## config.mk

```make
export PLATFORM = sky130hd
export DESIGN_NAME = cp0_exc_handler
export DESIGN_NICKNAME = d
export VERILOG_FILES = /design/src/rtl/cp0_pkg.sv /design/src/rtl/cp0_trap_arb.sv /design/src/rtl/cp0_exc_handler.sv
export SDC_FILE = /design/constraint.sdc
export NUM_CORES = 1
export LEC_CHECK = 0
export CELL_PAD_IN_SITES_DETAIL_PLACEMENT = 0
export CELL_PAD_IN_SITES_GLOBAL_PLACEMENT = 2
export CORE_MARGIN = 2
export CORE_UTILIZATION = 24
export DETAILED_ROUTE_END_ITERATION = 10
export PLACE_DENSITY_LB_ADDON = 0.15
export SYNTH_ARGS = -nofsm -noshare
export SYNTH_HDL_FRONTEND = slang
export SYNTH_SLANG_ARGS = --single-unit
```

## constraint.sdc

```tcl
create_clock -name clk -period 6.5 [get_ports clk]
set_clock_uncertainty 0.15 [all_clocks]
set_input_delay 1.3 -clock clk [delete_from_list [all_inputs] [get_ports clk]]
set_output_delay 1.3 -clock clk [all_outputs]
set_load 0.05 [all_outputs]
```

## src/rtl/cp0_pkg.sv

```systemverilog
// Shared CP0 constants: register numbers, ExcCodes, SR/Cause field positions
// and the handler mode encoding.
package cp0_pkg;

    localparam logic [4:0] REG_SR    = 5'd12;
    localparam logic [4:0] REG_CAUSE = 5'd13;
    localparam logic [4:0] REG_EPC   = 5'd14;
    localparam logic [4:0] REG_PRID  = 5'd15;

    localparam logic [4:0] EXC_INT  = 5'd0;
    localparam logic [4:0] EXC_ADEL = 5'd4;
    localparam logic [4:0] EXC_ADES = 5'd5;
    localparam logic [4:0] EXC_RI   = 5'd10;
    localparam logic [4:0] EXC_OV   = 5'd12;

    localparam int SR_IE_BIT     = 0;
    localparam int SR_EXL_BIT    = 1;
    localparam int SR_IM_LSB     = 10;
    localparam int SR_IM_MSB     = 15;
    localparam int CAUSE_EXC_LSB = 2;
    localparam int CAUSE_EXC_MSB = 6;
    localparam int CAUSE_IP_LSB  = 10;
    localparam int CAUSE_IP_MSB  = 15;
    localparam int CAUSE_BD_BIT  = 31;

    localparam logic [31:0] DEFAULT_HANDLER_ADDR = 32'h0000_4180;
    localparam logic [31:0] DEFAULT_PRID         = 32'h2017_0001;

    // SR.EXL is the mode bit: HANDLER blocks every further trap.
    typedef enum logic {
        MODE_NORMAL  = 1'b0,
        MODE_HANDLER = 1'b1
    } mode_e;

endpackage

```

## src/rtl/cp0_trap_arb.sv

```systemverilog
// Combinational trap arbiter: decides whether an interrupt/exception or an
// eret is taken this cycle and which ExcCode gets recorded.
module cp0_trap_arb
    import cp0_pkg::*;
(
    input  logic       i_valid,
    input  logic       i_exception,
    input  logic [4:0] i_exc_code,
    input  logic       i_eret,
    input  logic [5:0] i_hwint,
    input  logic [5:0] i_im,
    input  logic       i_ie,
    input  logic       i_exl,
    output logic       o_int_req,
    output logic       o_eret_req,
    output logic [4:0] o_exc_code
);

    logic w_irq;
    logic w_exc;

    assign w_irq = (|(i_hwint & i_im)) & i_ie & ~i_exl;
    assign w_exc = i_exception & i_valid & ~i_exl;

    // Interrupts only ride on a real instruction so EPC always names one.
    assign o_int_req  = (w_irq & i_valid) | w_exc;
    assign o_eret_req = i_eret & ~o_int_req;
    assign o_exc_code = w_irq ? EXC_INT : i_exc_code;

endmodule

```

## src/rtl/cp0_exc_handler.sv

```systemverilog
// CP0 exception/interrupt handler: SR/Cause/EPC/PRId register file, trap
// entry, eret return and mtc0/mfc0 access at the M stage.
module cp0_exc_handler
    import cp0_pkg::*;
#(
    parameter logic [31:0] HANDLER_ADDR = DEFAULT_HANDLER_ADDR,
    parameter logic [31:0] PRID         = DEFAULT_PRID
) (
    input  logic        clk,
    input  logic        reset,
    input  logic        ValidM,
    input  logic        ExceptionM,
    input  logic [4:0]  ExcM,
    input  logic [31:0] PCM,
    input  logic        BDM,
    input  logic        EretM,
    input  logic [5:0]  HWInt,
    input  logic        WE,
    input  logic [4:0]  A1,
    input  logic [4:0]  A2,
    input  logic [31:0] DIn,
    output logic [31:0] DOut,
    output logic        IntReq,
    output logic        EretReq,
    output logic [31:0] RedirPC,
    output logic        EXLOut
);

    mode_e       r_mode;
    logic [5:0]  r_sr_im;
    logic        r_sr_ie;
    logic        r_cause_bd;
    logic [5:0]  r_cause_ip;
    logic [4:0]  r_cause_exc;
    logic [31:0] r_epc;

    mode_e       w_mode_next;
    logic        w_exl;
    logic        w_arb_int;
    logic        w_arb_eret;
    logic [4:0]  w_exc_code;
    logic        w_int_req;
    logic        w_eret_req;
    logic        w_mtc0;

    assign w_exl = (r_mode == MODE_HANDLER);

    cp0_trap_arb u_trap_arb (
        .i_valid    (ValidM),
        .i_exception(ExceptionM),
        .i_exc_code (ExcM),
        .i_eret     (EretM),
        .i_hwint    (HWInt),
        .i_im       (r_sr_im),
        .i_ie       (r_sr_ie),
        .i_exl      (w_exl),
        .o_int_req  (w_arb_int),
        .o_eret_req (w_arb_eret),
        .o_exc_code (w_exc_code)
    );

    // Reset dominates the combinational outputs, not just the state.
    assign w_int_req  = w_arb_int & ~reset;
    assign w_eret_req = w_arb_eret & ~reset;
    assign w_mtc0     = WE & ~w_int_req & ~w_eret_req & ~reset;

    always_comb begin
        // NOTE: default first so every path assigns w_mode_next (no latch).
        w_mode_next = r_mode;
        if (w_int_req)
            w_mode_next = MODE_HANDLER;
        else if (w_eret_req)
            w_mode_next = MODE_NORMAL;
        else if (w_mtc0 && (A2 == REG_SR))
            w_mode_next = DIn[SR_EXL_BIT] ? MODE_HANDLER : MODE_NORMAL;
    end

    always_ff @(posedge clk) begin
        if (reset) begin
            r_mode      <= MODE_NORMAL;
            r_sr_im     <= '0;
            r_sr_ie     <= 1'b0;
            r_cause_bd  <= 1'b0;
            r_cause_ip  <= '0;
            r_cause_exc <= '0;
            r_epc       <= '0;
        end else begin
            r_mode     <= w_mode_next;
            r_cause_ip <= HWInt;
            if (w_int_req) begin
                r_cause_exc <= w_exc_code;
                r_cause_bd  <= BDM;
                r_epc       <= BDM ? (PCM - 32'd4) : PCM;
            end else if (w_mtc0) begin
                if (A2 == REG_SR) begin
                    r_sr_im <= DIn[SR_IM_MSB:SR_IM_LSB];
                    r_sr_ie <= DIn[SR_IE_BIT];
                end
                if (A2 == REG_EPC)
                    r_epc <= DIn;
            end
        end
    end

    always_comb begin
        DOut = '0;
        case (A1)
            REG_SR: begin
                DOut[SR_IM_MSB:SR_IM_LSB] = r_sr_im;
                DOut[SR_EXL_BIT]          = w_exl;
                DOut[SR_IE_BIT]           = r_sr_ie;
            end
            REG_CAUSE: begin
                DOut[CAUSE_BD_BIT]                = r_cause_bd;
                DOut[CAUSE_IP_MSB:CAUSE_IP_LSB]   = r_cause_ip;
                DOut[CAUSE_EXC_MSB:CAUSE_EXC_LSB] = r_cause_exc;
            end
            REG_EPC:  DOut = r_epc;
            REG_PRID: DOut = PRID;
            default:  DOut = '0;
        endcase
    end

    assign IntReq  = w_int_req;
    assign EretReq = w_eret_req;
    assign RedirPC = w_int_req ? HANDLER_ADDR : (w_eret_req ? r_epc : 32'd0);
    assign EXLOut  = w_exl & ~reset;

endmodule

```

==> flow_metrics.py, run 1 <==
metrics = {
    "run_status": {
        "status": "completed",
    },
    "routing": {
        "wl_per_cell_um": 18.19,
        "vias": 3645,
        "routed_wl_um": 13550,
        "drc": 0,
        "postRouteAntennaNets": 0,
        "drt-initial-drc-count": 137,
        "drt-vias-per-instance": 4.893,
        "first_pass_iters": 4,
    },
    "final_layout": {
        "drive_above_1_share": 0.05310,
        "area_growth_pct": 54.80,
        "nets": 658,
        "fillers": 1416,
        "final_common_cell": "clkdlybuf4s50_1",
        "register_area_um2": 1041,
        "antenna_cells": 0,
        "multi_input_area_um2": 2256,
        "layout_common_cells": "157 x clkdlybuf4s50_1, 52 x dfxtp_1, 41 x nor2_1",
        "stdcell_area_um2": 5323,
    },
    "global_route": {
        "grt_start_max_net_pins": 64,
        "grt_pass1_wl_um": 20230,
        "grt_pass1_vias": 3580,
        "antenna_found_initial": 1,
        "grtUsageTotal": 0.1756,
        "grt-ovfl-total": 0,
    },
    "floorplan": {
        "design.core.area_um2": 13930,
        "ios": 159,
        "die_y_um": 123.7,
        "start_util": 0.2467,
        "fp-row-count": 43,
        "die-area_um2": 15300,
        "die_x_um": 123.7,
    },
    "logic_synthesis": {
        "ys_types": 48,
        "synthArstFlopShare": 0,
        "yosysWarnings": 0,
        "ys_ff_latch": 52,
        "synth_flop_cell": "dfxtp_1",
        "syn-instance-count": 422,
        "synthesis.area_um2": 3438,
        "synth_seq_area_share": 0.3028,
        "synth_edf_count": 0,
        "syn_nets": 515,
        "avgSynthCellArea_um2": 8.148,
    },
    "cts": {
        "cts-htree-levels": 2,
        "cts_made_buffers": 5,
        "cts_tree": "done",
        "cts.sinks": 52,
        "insertion_delay_ns": 0.29,
        "cts.repair.resized": 0,
        "clk_pin_slew_ns": 0.07,
        "cts_buffer_depth": 2,
        "cts_setup_buffers": 0,
        "cts_root_buffer": "clkbuf_16",
        "cts_hold_buf": 0,
    },
    "power": {
        "power_density_nw_per_um2": 147.1,
        "ir_drop_v": 0.00007828,
        "p_leak_nw": 2.115,
    },
    "flow_run": {
        "cap_violations": 0,
    },
    "sta": {
        "tns_ns": 0,
        "finalSetupViolations": 0,
        "relSlewSlack": 0.3405,
        "fin_crit_sh": 0.8785,
        "rsz0062_at_grt": "false",
        "hold_viol_final": 0,
        "worstMarginPinSlew_ns": 0.9827,
        "slew_violations": 0,
        "period_needed_ns": 5.710,
        "fmax_mhz": 175.1,
    },
    "placed_design": {
        "dpl_cell_area_um2": 5189,
        "dpl.hpwl_um": 10320,
        "io_buffers": 158,
        "gp_congestion": 0.7987,
    },
    "critical_path": {
        "required_ns": 5.05,
        "worst_setup_path_end_kind": "output port",
        "crit_fanout": 12,
        "worstSetupStartpointType": "input port",
        "cp.arrival_ns": 4.26,
        "critPathKind": "input port to output port",
    },
    "worst_hold_path": {
        "min_path_type": "flip-flop to flip-flop",
    },
}
[cell usage after synthesis (9+ instances only)]
cell	number	area (um^2)
a22oi_1	14	105.1
and2_1	31	193.9
a21oi_1	19	95.09
and3_1	18	112.6
dfxtp_1	52	1041
nor2_1	41	153.9
a211oi_1	18	135.1
nand2_1	26	97.59
clkbuf_1	23	86.33
a21o_1	9	67.56
nor3_1	12	60.06
mux2i_1	34	340.3
xor2_1	15	131.4
[per-stage QoR]
stage	power, W	utilization	std cells	setup WS [ns]	hold slack (ns)
after CTS	0.0007942	0.3820	745	0.8085	0.3212
final	0.0007828	0.3820	745	0.7898	0.3199
after global placement	0.0005316	0.3724	738	0.8203	0.3022
after detailed placement	0.0005327	0.3724	738	0.7580	0.3112
after global routing	0.0008237	0.3820	745	0.6336	0.3611
after floorplan	0.0004296	-	422	1.820	0.2860
[worst max-delay path, cell delays in order]
cell and delay [ns]:
clkdlybuf4s50_1 0.41, a22oi_1 0.32, and4b_1 0.28, nor2_1 0.08
nor3b_2 0.62, buf_4 0.29, and2_1 0.14, clkdlybuf4s50_1 0.80
[kinds of logic (layout without fill, tap and decap cells)]
| kind of cell | count (synthesis) | after routing | synth area share |
|---|---|---|---|
| AND/OR/NAND/NOR | 181 | 181 | 0.2966 |
| AO/OA/AOI/OAI | 95 | 95 | 0.1943 |
| flip-flops | 52 | 52 | 0.3028 |
| buffers and inverters | 36 | 179 | 0.04439 |
| multiplexers | 35 | 35 | 0.1023 |
| XOR/XNOR | 22 | 22 | 0.05604 |
| adder cells (fa/ha/maj) | 1 | 1 | 0.003638 |
[power by group]
| group | total [W] | switching [W] | leakage [nW] | internal [W] |
|---|---|---|---|---|
| sequential | 0.000345 | 0.0000107 | 0.425 | 0.000334 |
| combinational | 0.000180 | 0.0000907 | 1.62 | 0.0000891 |
| clock | 0.000258 | 0.000118 | 0.0667 | 0.000140 |
[registers in the layout (all words and copies together) (netlist names)]
| signal | flops |
|---|---|
| r_cause_bd | 1 |
| r_cause_exc | 5 |
| r_cause_ip | 6 |
| r_epc | 32 |
| r_mode | 1 |
| r_sr_ie | 1 |
| r_sr_im | 6 |
[path summary, 6_finish.rpt]
| check | start | endpoint | slack, ns | depth (start not counted) |
|---|---|---|---|---|
| worst max-delay path | HWInt[1] | RedirPC[24] | 0.79 | 8 |
| worst min-delay path | r_cause_bd | r_cause_bd | 0.32 | 2 |
| worst max register to register | r_sr_im[1] | r_epc[29] | 4.15 | 6 |
| worst min register to register | r_cause_bd | r_cause_bd | 0.32 | 2 |
[final cells by class]
class,count,share of cell area
Sequential cell,52,0.1956
Clock buffer,6,0.02421
Multi-Input combinational cell,334,0.4238
Timing Repair Buffer,168,0.3103
Tap cell,180,0.04231
Inverter,4,0.002821
Clock inverter,1,0.0009403
[routing by layer]
metal,global-route usage,wire length (um),up-vias
met4,0.04616,232,0
met5,0,0,-
li1,-,-,1819
met3,0.02335,603,15
met1,0.2508,6596,1708
met2,0.2771,6120,103
Note: power is estimated with default switching activity, not from simulation.
==> run 2: changes to the inputs <==
CORE_MARGIN = not set   (was 2)
GPL_TIMING_DRIVEN = 1   (was not set)
==> run 2 against run 1 <==
  * Clock-buffer cell count is 1 lower
  * Critical endpoint is now DOut[13]
  * Largest cell class unchanged
  * Sequential share of layout area about the same
  * Worst hold slack better by 0.0062 ns
  * Global-route usage grew 0.75 points
  * Critical path type unchanged
  * Highest routed layer is now met5
==> flow_metrics.py, run 2 (synthesis gave the netlist of run 1 again) <==
metrics = {
    "run_status": {
        "status": "completed",
    },
    "critical_path": {
        "path_cells": "clkdlybuf4s50_1, nor3_2, buf_4, and2_1, nand2_1, o21ai_0, clkdlybuf4s50_1",
        "required_ns": 5.05,
        "slowest_delay_ns": 0.83,
        "cp_common_cell": "clkdlybuf4s50_1",
        "critPathKind": "input port to output port",
        "critPathSlowestCell": "clkdlybuf4s50_1",
        "crit_fanout": 21,
        "worstSetupStartpointType": "input port",
        "cp.arrival_ns": 4.01,
        "worst_setup_path_end_kind": "output port",
        "crit_family": "buffers and inverters",
        "critical_path_buf_inv_count": 3,
    },
    "final_layout": {
        "reg.largest.list": "r_epc x32, r_cause_ip x6, r_sr_im x6",
        "area_growth_pct": 55.06,
        "register_area_um2": 1041,
        "drive_above_1_share": 0.05506,
        "top_register": "r_epc",
        "antenna_cells": 0,
        "final_common_cell": "clkdlybuf4s50_1",
        "layout.cells.non_filler": 743,
        "largest_register_ffs": 32,
        "utilization": 0.3826,
        "nets": 657,
        "layout_common_cells": "155 x clkdlybuf4s50_1, 52 x dfxtp_1, 41 x nor2_1",
        "fillers": 1431,
        "multi_input_area_um2": 2256,
    },
    "placed_design": {
        "io_buffers": 158,
        "dpl.hpwl_um": 10320,
        "dpl.cell_count": 737,
        "gp_congestion": 0.7531,
        "dp_slack_ns": 1.017,
    },
    "worst_hold_path": {
        "min_path_type": "flip-flop to flip-flop",
    },
    "sta": {
        "finalSetupViolations": 0,
        "tns_ns": 0,
        "worstMarginPinSlew_ns": 0.9819,
        "fin_ws_ns": 1.038,
        "relSlewSlack": 0.3454,
        "period_needed_ns": 5.462,
        "rsz0062_at_grt": "false",
        "fmax_mhz": 183.1,
        "fin_crit_sh": 0.8403,
        "slew_violations": 0,
        "hold_viol_final": 0,
    },
    "power": {
        "p_comb_frac": 0.220,
        "p_leak_nw": 2.122,
        "power_frac_clock": 0.360,
        "intPower_w": 0.0006005,
        "ir_drop_v": 0.00008761,
        "swShare": 0.2685,
        "power.switching_w": 0.0002204,
        "seq_power_share": 0.420,
        "power_density_nw_per_um2": 154.0,
        "finalPower_w": 0.0008208,
    },
    "global_route": {
        "busiest_layer": "met2",
        "use_met1": 0.2456,
        "grt_pass1_vias": 3606,
        "grt_pass1_wl_um": 20400,
        "antenna_found_initial": 1,
        "grt_start_max_net_pins": 63,
        "grt_use_met2": 0.3026,
        "grtUsageTotal": 0.1831,
        "grtUsageMet3": 0.03371,
        "grt-ovfl-total": 0,
    },
    "routing": {
        "postRouteAntennaNets": 0,
        "wl_per_cell_um": 18.15,
        "drt-initial-drc-count": 190,
        "vias": 3650,
        "drc": 0,
        "drt-vias-per-instance": 4.913,
        "routed_wl_um": 13490,
        "first_pass_iters": 4,
    },
    "cts": {
        "cts-htree-levels": 2,
        "cts_setup_buffers": 0,
        "cts_buffer_depth": 2,
        "cts.repair.resized": 0,
        "insertion_delay_ns": 0.29,
        "clk_pin_slew_ns": 0.06,
        "cts_made_buffers": 5,
        "cts_hold_buf": 0,
        "cts_tree": "done",
        "cts.sinks": 52,
        "cts_root_buffer": "clkbuf_16",
    },
    "floorplan": {
        "die-area_um2": 14810,
        "die_x_um": 121.7,
        "design.core.area_um2": 13930,
        "start_util": 0.2467,
        "fp-row-count": 43,
        "ios": 159,
        "die_y_um": 121.7,
    },
    "flow_run": {
        "cap_violations": 0,
    },
}
[run 2: cell types whose count changed in the layout (fill, tap and decap cells not counted)]
cell,change
clkdlybuf4s50_1,-2
buf_4,+1
bufinv_16,+1
clkbuf_1,-1
clkinv_2,-1
[run 2: metal layers]
layer  up-vias  part of all wire
met3        11             0.052
li1       1817                 -
met4         2             0.010
met2       112              0.46
met5         -           0.00067
met1      1708              0.47
[run 2: per-stage QoR]
step / area (um^2) / hold WS, ns
floorplan: 3438 / 0.2860
global placement: 5176 / 0.3208
detailed placement: 5176 / 0.3164
CTS: 5331 / 0.3260
global route: 5331 / 0.3498
finish: 5331 / 0.3261
[run 2: worst reg2reg max path: cells and delay by family, from the launching register on]
family                 cells  cell delay, ns
AOI/OAI and AO/OA          2            0.50
buffers and inverters      1            0.56
DFF                        1            0.33
and+or+nand+nor            3            0.68
[run 2: layout make-up]
| type | instances | area share |
|---|---|---|
| multi-input combinational | 334 | 0.4231 |
| timing repair buffer | 167 | 0.3074 |
| sequential | 52 | 0.1953 |
| tap | 180 | 0.04224 |
| clock buffer | 5 | 0.02347 |
| clock inverter | 1 | 0.005632 |
| inverter | 4 | 0.002816 |
[run 2: worst paths after layout]
kind                            startpoint         end  slack, ns  cells after the start
worst max register to register  r_sr_im[1]    r_epc[6]       4.20                      6
worst min register to register  r_cause_bd  r_cause_bd       0.33                      2
worst min-delay path            r_cause_bd  r_cause_bd       0.33                      2
worst max-delay path                 A1[0]    DOut[13]       1.04                      7
[run 2: power by group through the flow]
stage	Clock (W)	Sequential [W]	Combinational (W)
floorplan	0	0.000347	0.0000822
global placement	0	0.000352	0.000181
detailed placement	0	0.000352	0.000182
CTS	0.000306	0.000344	0.000183
global route	0.000319	0.000346	0.000195
finish	0.000295	0.000345	0.000181
==> run 3: changes to the inputs <==
CORE_UTILIZATION = 23   (was 24)
clock period = 5.05 ns   (was 6.5 ns; I/O delays follow)
==> run 3 against run 2 <==
  * Cell area up 10%
  * Total power grew 44%
  * Sequential power grew 29%
  * Critical path depth fell by 1
  * Die area increased by 4.3%
  * Sequential cell count is the same
  * Utilization up 2.2 points
  * Wire length up 2.2%
  * First-iteration DRC count decreased by 6.8%
  * Sequential share of layout area fell by 1.8 points
  * Worst setup slack lost 0.40 ns
  * Global-route usage fell by 0.52 points
  * Critical path type unchanged
==> flow_metrics.py, run 3 (synthesis gave the netlist of run 1 again) <==
metrics = {
    "run_status": {
        "status": "completed",
    },
    "critical_path": {
        "cp_common_cell": "clkdlybuf4s50_1",
        "crit_fanout": 5,
        "critical_path_buf_inv_count": 2,
        "worstSetupStartpointType": "input port",
        "rr_startpoint": "r_sr_im[2]",
        "reg2reg_to": "r_epc[18]",
        "slowest_delay_ns": 0.83,
        "required_ns": 3.89,
        "worst_setup_path_end_kind": "output port",
        "crit_start": "HWInt[2]",
        "path_depth": 6,
        "critPathSlowestCell": "clkdlybuf4s50_1",
        "crit_family": "buffers and inverters",
        "critPathKind": "input port to output port",
        "r2r_setup_slack_ns": 2.74,
        "cp.arrival_ns": 3.25,
        "r2r_cells": 6,
        "path_cells": "clkdlybuf4s50_1, a22oi_1, and4b_1, or2_2, a21oi_1, clkdlybuf4s50_1",
    },
    "final_layout": {
        "antenna_cells": 0,
        "reg.largest.list": "r_epc x32, r_cause_ip x6, r_sr_im x6",
        "largest_register_ffs": 32,
        "final_common_cell": "clkdlybuf4s50_1",
        "top_register": "r_epc",
        "nets": 658,
        "fillers": 1481,
        "area_growth_pct": 71.00,
        "drive_above_1_share": 0.1396,
        "layout_common_cells": "110 x clkdlybuf4s50_1, 52 x dfxtp_1, 47 x buf_12",
        "utilization": 0.4045,
    },
    "sta": {
        "fmax_mhz": 226.8,
        "tns_ns": 0,
        "hold_slack_ns": 0.3062,
        "period_needed_ns": 4.410,
        "fin_crit_sh": 0.8733,
        "rsz0062_at_grt": "false",
        "relSlewSlack": 0.3776,
        "fin_ws_ns": 0.6399,
        "slew_violations": 0,
        "finalSetupViolations": 0,
        "worstMarginPinSlew_ns": 0.9274,
        "hold_viol_final": 0,
    },
    "floorplan": {
        "die-area_um2": 15440,
        "die_y_um": 124.3,
        "design.core.area_um2": 14530,
        "ios": 159,
        "die_x_um": 124.3,
        "start_util": 0.2366,
        "fp-row-count": 44,
    },
    "global_route": {
        "grt_pass1_wl_um": 21130,
        "grtUsageTotal": 0.1778,
        "grt_pass1_vias": 3595,
        "antenna_found_initial": 0,
        "grt-ovfl-total": 0,
        "grt_start_max_net_pins": 63,
    },
    "worst_hold_path": {
        "min_to": "r_cause_bd",
        "min_path_type": "flip-flop to flip-flop",
        "hold_start": "r_cause_bd",
        "hold_depth": 2,
    },
    "flow_run": {
        "cap_violations": 0,
    },
    "power": {
        "p_comb_frac": 0.209,
        "intPower_w": 0.0008900,
        "ir_drop_v": 0.0001065,
        "swShare": 0.2491,
        "seq_power_share": 0.375,
        "p_leak_nw": 2.376,
        "power_frac_clock": 0.416,
        "power.switching_w": 0.0002952,
        "power_density_nw_per_um2": 201.6,
    },
    "routing": {
        "drt-vias-per-instance": 4.861,
        "drc": 0,
        "vias": 3646,
        "postRouteAntennaNets": 0,
        "wl_per_cell_um": 18.37,
        "first_pass_iters": 4,
        "routed_wl_um": 13780,
        "drt-initial-drc-count": 177,
    },
    "cts": {
        "cts.sinks": 52,
        "cts_root_buffer": "clkbuf_16",
        "cts-htree-levels": 2,
        "cts_buffer_depth": 2,
        "cts_made_buffers": 5,
        "insertion_delay_ns": 0.30,
        "cts.repair.resized": 0,
        "cts_tree": "done",
        "cts_hold_buf": 0,
        "clk_pin_slew_ns": 0.07,
        "cts_setup_buffers": 0,
    },
    "placed_design": {
        "gp_congestion": 0.7838,
        "io_buffers": 158,
        "dp_slack_ns": 0.6323,
        "dpl.hpwl_um": 10710,
    },
}
-- run 3: changes by cell type in the layout (fill, tap and decap cells not counted), sizes merged --
cell and delta:
buf +46, bufinv +2, clkdlybuf4s50 -45
-- run 3: final cells by class --
class | instances | area (um^2) | share of cell area
Multi-Input combinational cell | 334 | 2256 | 0.3837
Inverter | 4 | 15.01 | 0.002554
Clock inverter | 3 | 90.09 | 0.01532
Tap cell | 184 | 230.2 | 0.03916
Sequential cell | 52 | 1041 | 0.1771
Clock buffer | 5 | 125.1 | 0.02128
Timing Repair Buffer | 168 | 2122 | 0.3609
-- run 3: routing by layer --
layer | routed length, um | track usage | vias to the layer above
met2 | 6458 | 0.2928 | 116
met5 | 0 | 0 | -
met1 | 6515 | 0.2393 | 1701
met4 | 193 | 0.04819 | 0
met3 | 609 | 0.02835 | 8
li1 | - | - | 1821
-- run 3: worst max-delay path by stage --
stage                  end  slack, ns
3_5_place_dp   RedirPC[14]       0.63
2_1_floorplan  RedirPC[22]       0.95
5_1_grt         RedirPC[7]       0.58
6_report       RedirPC[14]       0.64
4_1_cts         RedirPC[8]       0.63
3_3_place_gp    RedirPC[8]       0.63
-- run 3: worst register-to-register path, delay by kind of cell (launching register included) --
family	cells	cell delay, ns
compound gates	2	0.52
buf+inv	1	0.56
flops	1	0.33
simple gates	3	0.66
-- run 3: power by group through the flow --
| stage | Sequential (W) | Clock [W] | Combinational [W] |
|---|---|---|---|
| 3_3_place_gp | 0.000454 | 0 | 0.000247 |
| 4_1_cts | 0.000444 | 0.000509 | 0.000250 |
| 3_5_place_dp | 0.000454 | 0 | 0.000249 |
| 6_report | 0.000444 | 0.000494 | 0.000248 |
| 2_1_floorplan | 0.000447 | 0 | 0.000106 |
| 5_1_grt | 0.000446 | 0.000525 | 0.000266 |
-- run 3: stage by stage --
stage	instances	total power (W)	instance area (um^2)
after floorplan	422	0.0005529	3438
after global placement	742	0.0007008	5664
after detailed placement	742	0.0007023	5664
after CTS	750	0.001203	5879
after global routing	750	0.001237	5879
final	750	0.001185	5879
